==> config.mk <==
export PLATFORM = sky130hd
export DESIGN_NAME = mux_simples
export DESIGN_NICKNAME = d
export VERILOG_FILES = /design/src/rtl/mux_simples_pkg.sv /design/src/rtl/mux_simples_cell.sv /design/src/rtl/mux_simples.sv
export SDC_FILE = /design/constraint.sdc
export NUM_CORES = 1
export LEC_CHECK = 0
export ABC_CLOCK_PERIOD_IN_PS = 4000
export CAP_MARGIN = 10
export CORE_AREA = 2 2 39 41
export DETAILED_ROUTE_END_ITERATION = 6
export DIE_AREA = 0 0 41 43
export SLEW_MARGIN = 10
export SYNTH_ARGS = -nofsm -noshare
export SYNTH_HDL_FRONTEND = slang
export SYNTH_SLANG_ARGS = --single-unit
==> constraint.sdc <==
create_clock -name clk -period 4 [get_ports clk]
set_input_delay 0.8 -clock clk [delete_from_list [all_inputs] [get_ports clk]]
set_output_delay 0.8 -clock clk [all_outputs]
set_load 0.02 [all_outputs]
==> src/rtl/mux_simples_pkg.sv <==
// Shared defaults and the saturating increment used by the mux_simples select-toggle counter.
package mux_simples_pkg;

  localparam int DEF_WIDTH = 1;
  localparam int DEF_CNT_W = 8;

  // Holds at 2^width-1 instead of wrapping; width is limited to 32.
  function automatic logic [31:0] sat_inc(input logic [31:0] value, input int width);
    logic [63:0] lim;
    lim = (64'd1 << width) - 64'd1;
    return ({32'd0, value} >= lim) ? value : value + 32'd1;
  endfunction

endpackage

==> src/rtl/mux_simples_cell.sv <==
// WIDTH-bit 2:1 selector, y = s ? b : a; purely combinational, zero latency.
// Backpressure: none, no handshake.
module mux_simples_cell #(
  parameter int WIDTH = 1
) (
  input  logic [WIDTH-1:0] a,
  input  logic [WIDTH-1:0] b,
  input  logic             s,
  output logic [WIDTH-1:0] y
);

  assign y = s ? b : a;

endmodule

==> src/rtl/mux_simples.sv <==
// 2:1 mux with zero-latency y, plus 1-cycle registered y_q/s_q and a saturating select-toggle count.
// Backpressure: none. MUX_SIMPLES_PARITY_EN adds y_par, the registered even parity of y.
module mux_simples
  import mux_simples_pkg::*;
#(
  parameter int WIDTH = DEF_WIDTH,
  parameter int CNT_W = DEF_CNT_W
) (
  input  logic             clk,
  input  logic             rst,
  input  logic [WIDTH-1:0] a,
  input  logic [WIDTH-1:0] b,
  input  logic             s,
  output logic [WIDTH-1:0] y,
  output logic [WIDTH-1:0] y_q,
  output logic [CNT_W-1:0] toggle_cnt,
`ifdef MUX_SIMPLES_PARITY_EN
  output logic             y_par,
`endif
  output logic             s_q
);

  mux_simples_cell #(.WIDTH(WIDTH)) u_cell (
    .a (a),
    .b (b),
    .s (s),
    .y (y)
  );

  // s_q resets to 0, so s=1 on the first edge after reset counts as a toggle.
  always_ff @(posedge clk or posedge rst) begin
    if (rst) begin
      y_q        <= '0;
      s_q        <= 1'b0;
      toggle_cnt <= '0;
    end else begin
      y_q <= y;
      s_q <= s;
      if (s != s_q) begin
        toggle_cnt <= CNT_W'(sat_inc(32'(toggle_cnt), CNT_W));
      end
    end
  end

`ifdef MUX_SIMPLES_PARITY_EN
  always_ff @(posedge clk or posedge rst) begin
    if (rst) begin
      y_par <= 1'b0;
    end else begin
      y_par <= ^y;
    end
  end
`endif

endmodule

==> impl_metrics.py <==
metrics = {
    "global_routing": {
        "grt_pass1_vias": 294,
        "antenna_found_initial": 0,
        "grt_pass1_wl_um": 1250,
        "grt_max_degree": 11,
        "globalRouteTotalUtil_pct": 11.2,
        "gr-total-overflow": 0,
    },
    "detailed_routing": {
        "first_iter_violations": 4,
        "route.vias.total": 352,
        "dr.pass1.iters": 4,
        "wire_per_inst_um": 11.8,
        "drt_wl_total_um": 871,
        "ant_nets": 0,
        "vias_per_cell": 4.76,
        "drc": 0,
    },
    "cts": {
        "htree_levels": 1,
        "cts_repair_resize_count": 0,
        "cts_buffer_depth": 2,
        "cts_root_buf": "clkbuf_4",
        "cts.reportedPaths.clkPinSlew_ns": 0.06,
        "cts-buffers-inserted": 3,
        "cts_tree": "done",
        "postCtsSetupBuffers": 0,
        "cts_hold_buffers": 0,
        "clock_latency_ns": 0.26,
        "clkSinkCount": 10,
    },
    "setup_path": {
        "endpoint_kind": "output port",
        "path_buf_inv": 2,
        "start_kind": "input pin",
        "timing.rr.start": "toggle_cnt[5]",
        "crit_chain": "clkdlybuf4s50_1 -> mux2_2 -> clkdlybuf4s50_1",
        "cp.required_ns": 3.20,
        "crit_family": "buffers and inverters",
        "reg2reg_slack_ns": 2.45,
        "slowest_delay_ns": 0.54,
        "crit_arrival_ns": 2.24,
        "worst_path_most_repeated_cell": "clkdlybuf4s50_1",
        "crit_type": "in -> out",
        "cp_slowest_cell": "clkdlybuf4s50_1",
        "worst-path-max-fanout": 3,
        "r2r_end": "toggle_cnt[1]",
        "worstRegToRegCells": 4,
    },
    "hold_path": {
        "hold_depth": 1,
        "holdCritPathClass": "reg -> reg",
        "hold_end": "toggle_cnt[4]",
        "hold_start": "toggle_cnt[4]",
    },
    "layout": {
        "syn2layout_area_growth_pct": 41.0,
        "n_fill_cell": 142,
        "finalNonFillerCells": 74,
        "diodes": 0,
        "layout.nets": 66,
        "final_layout_size_suffix_gt1_share_pct": 15.5,
        "layout_commonest_cell": "clkdlybuf4s50_1",
        "fin_util_pct": 47.9,
        "layout_common_cells": "clkdlybuf4s50_1, dfrtp_1",
        "design_area_um2": 663,
    },
    "synthesis": {
        "synth_compound_area_share_pct": 9.84,
        "synth_top_family_by_area": "simple AND/OR/NAND/NOR gates",
        "postSynthAreaPerCell_um2": 11.8,
        "synth.cell_area_um2": 470,
        "synth_area_leader_cell": "dfrtp_1",
        "synth_fp_nets": 46,
        "synthCells": 40,
        "ys_seq_area_share_pct": 53.2,
        "synth_area_leaders": "dfrtp_1, mux2_1, xnor2_1",
        "yosysTopAreaCellShare_pct": 53.2,
        "synth_fa_ha_area_share_pct": 2.66,
        "synth.distinct_cells": 22,
        "ys_seq_elements": 10,
        "synthSimpleGateAreaFrac_pct": 14.1,
        "muxShareOfSynthArea_pct": 9.57,
        "synth-xor-area-share_pct": 9.04,
        "yosysWarnings": 0,
    },
    "sta": {
        "drv_slew": 0,
        "rsz0062_at_grt": "false",
        "max_slew_margin_pct": 74.6,
        "timing_hold_violations_final": 0,
        "final.setup_skew_ns": 0.00515,
        "setup_viol_count_final": 0,
        "layout_min_cycle_time_ns": 3.04,
        "finalCritPeriodShare_pct": 76.1,
        "tightestPinTransition_ns": 0.381,
        "setup_tns_ns": 0,
        "clock.fmax_mhz": 329,
    },
    "floorplanning": {
        "io_pins": 16,
        "start_util_pct": 34.0,
        "die_width_um": 41,
        "rows": 14,
        "dieArea_um2": 1760,
        "core_um2": 1380,
        "die_y_um": 43,
    },
    "placement": {
        "dpl-instance-area_um2": 641,
        "placed_cells": 71,
        "place.gp.congestion": 0.701,
        "io_buffer_count": 15,
        "dpl.hpwl_um": 671,
    },
    "pwr": {
        "irDropWorstVdd_mv": 0.362,
        "cellPowerDensity_nw_per_um2": 685,
        "p_leak_nw": 0.269,
        "p_total_mw": 0.454,
    },
    "run": {
        "max_cap_violations": 0,
    },
    "outcome": {
        "outcome": "complete, no violations",
    },
}
==> stage by stage <==
stage / hold slack (ns) / worst slack, ns
after floorplan: 0.616 / 2.03
after global placement: 0.510 / 0.953
after detailed placement: 0.514 / 0.947
after CTS: 0.522 / 0.942
after global routing: 0.554 / 0.927
final: 0.523 / 0.956
==> area by class of cell <==
cell class,count,area (um2),share of cell area (%)
Timing Repair Buffer,15,150,22.6
Inverter,2,7.51,1.13
Multi-Input combinational cell,28,213,32.1
Tap cell,16,20.0,3.02
Sequential cell,10,250,37.7
Clock buffer,3,22.5,3.40
==> Yosys cell counts, drive strengths merged <==
cell type,count
nor2,2
nand3,1
xnor2,3
inv,2
o211ai,1
ha,1
a21oi,2
or3,1
o21ai,2
a31oi,1
a41oi,1
nand4,1
nor2b,2
xor2,1
nand2,4
and3,1
mux2,4
dfrtp,10
==> routing by layer <==
metal | share of wire, % | routed length, um | track usage, % | vias up
met5 | 0 | 0 | 0 | -
met3 | 5.6 | 49 | 5.24 | 2
met4 | 1.6 | 14 | 8.00 | 0
li1 | - | - | - | 179
met1 | 48 | 416 | 14.0 | 160
met2 | 45 | 390 | 14.4 | 11
==> logic make-up after synthesis <==
family,after synthesis
compound gates,7
mux,4
simple gates,12
buf+inv,2
fa+ha+maj,1
flops,10
xor+xnor,4
==> flip-flops by register name, summed over array words and instances (netlist names) <==
register	flops
y_q	1
toggle_cnt	8
s_q	1
==> worst max-delay path by stage <==
stage / slack, ns / cells past startpoint / startpoint / to
5_1_grt: 0.93 / 3 / s / y
4_1_cts: 0.94 / 3 / s / y
6_report: 0.96 / 3 / s / y
2_1_floorplan: 2.03 / 1 / s / y
3_3_place_gp: 0.95 / 3 / s / y
3_5_place_dp: 0.95 / 3 / s / y
==> power by group <==
group | switching, mW | internal [mW]
combinational | 0.101 | 0.107
clock | 0.0304 | 0.0346
sequential | 0.0431 | 0.138
Note: power is estimated with default switching activity, not from simulation.
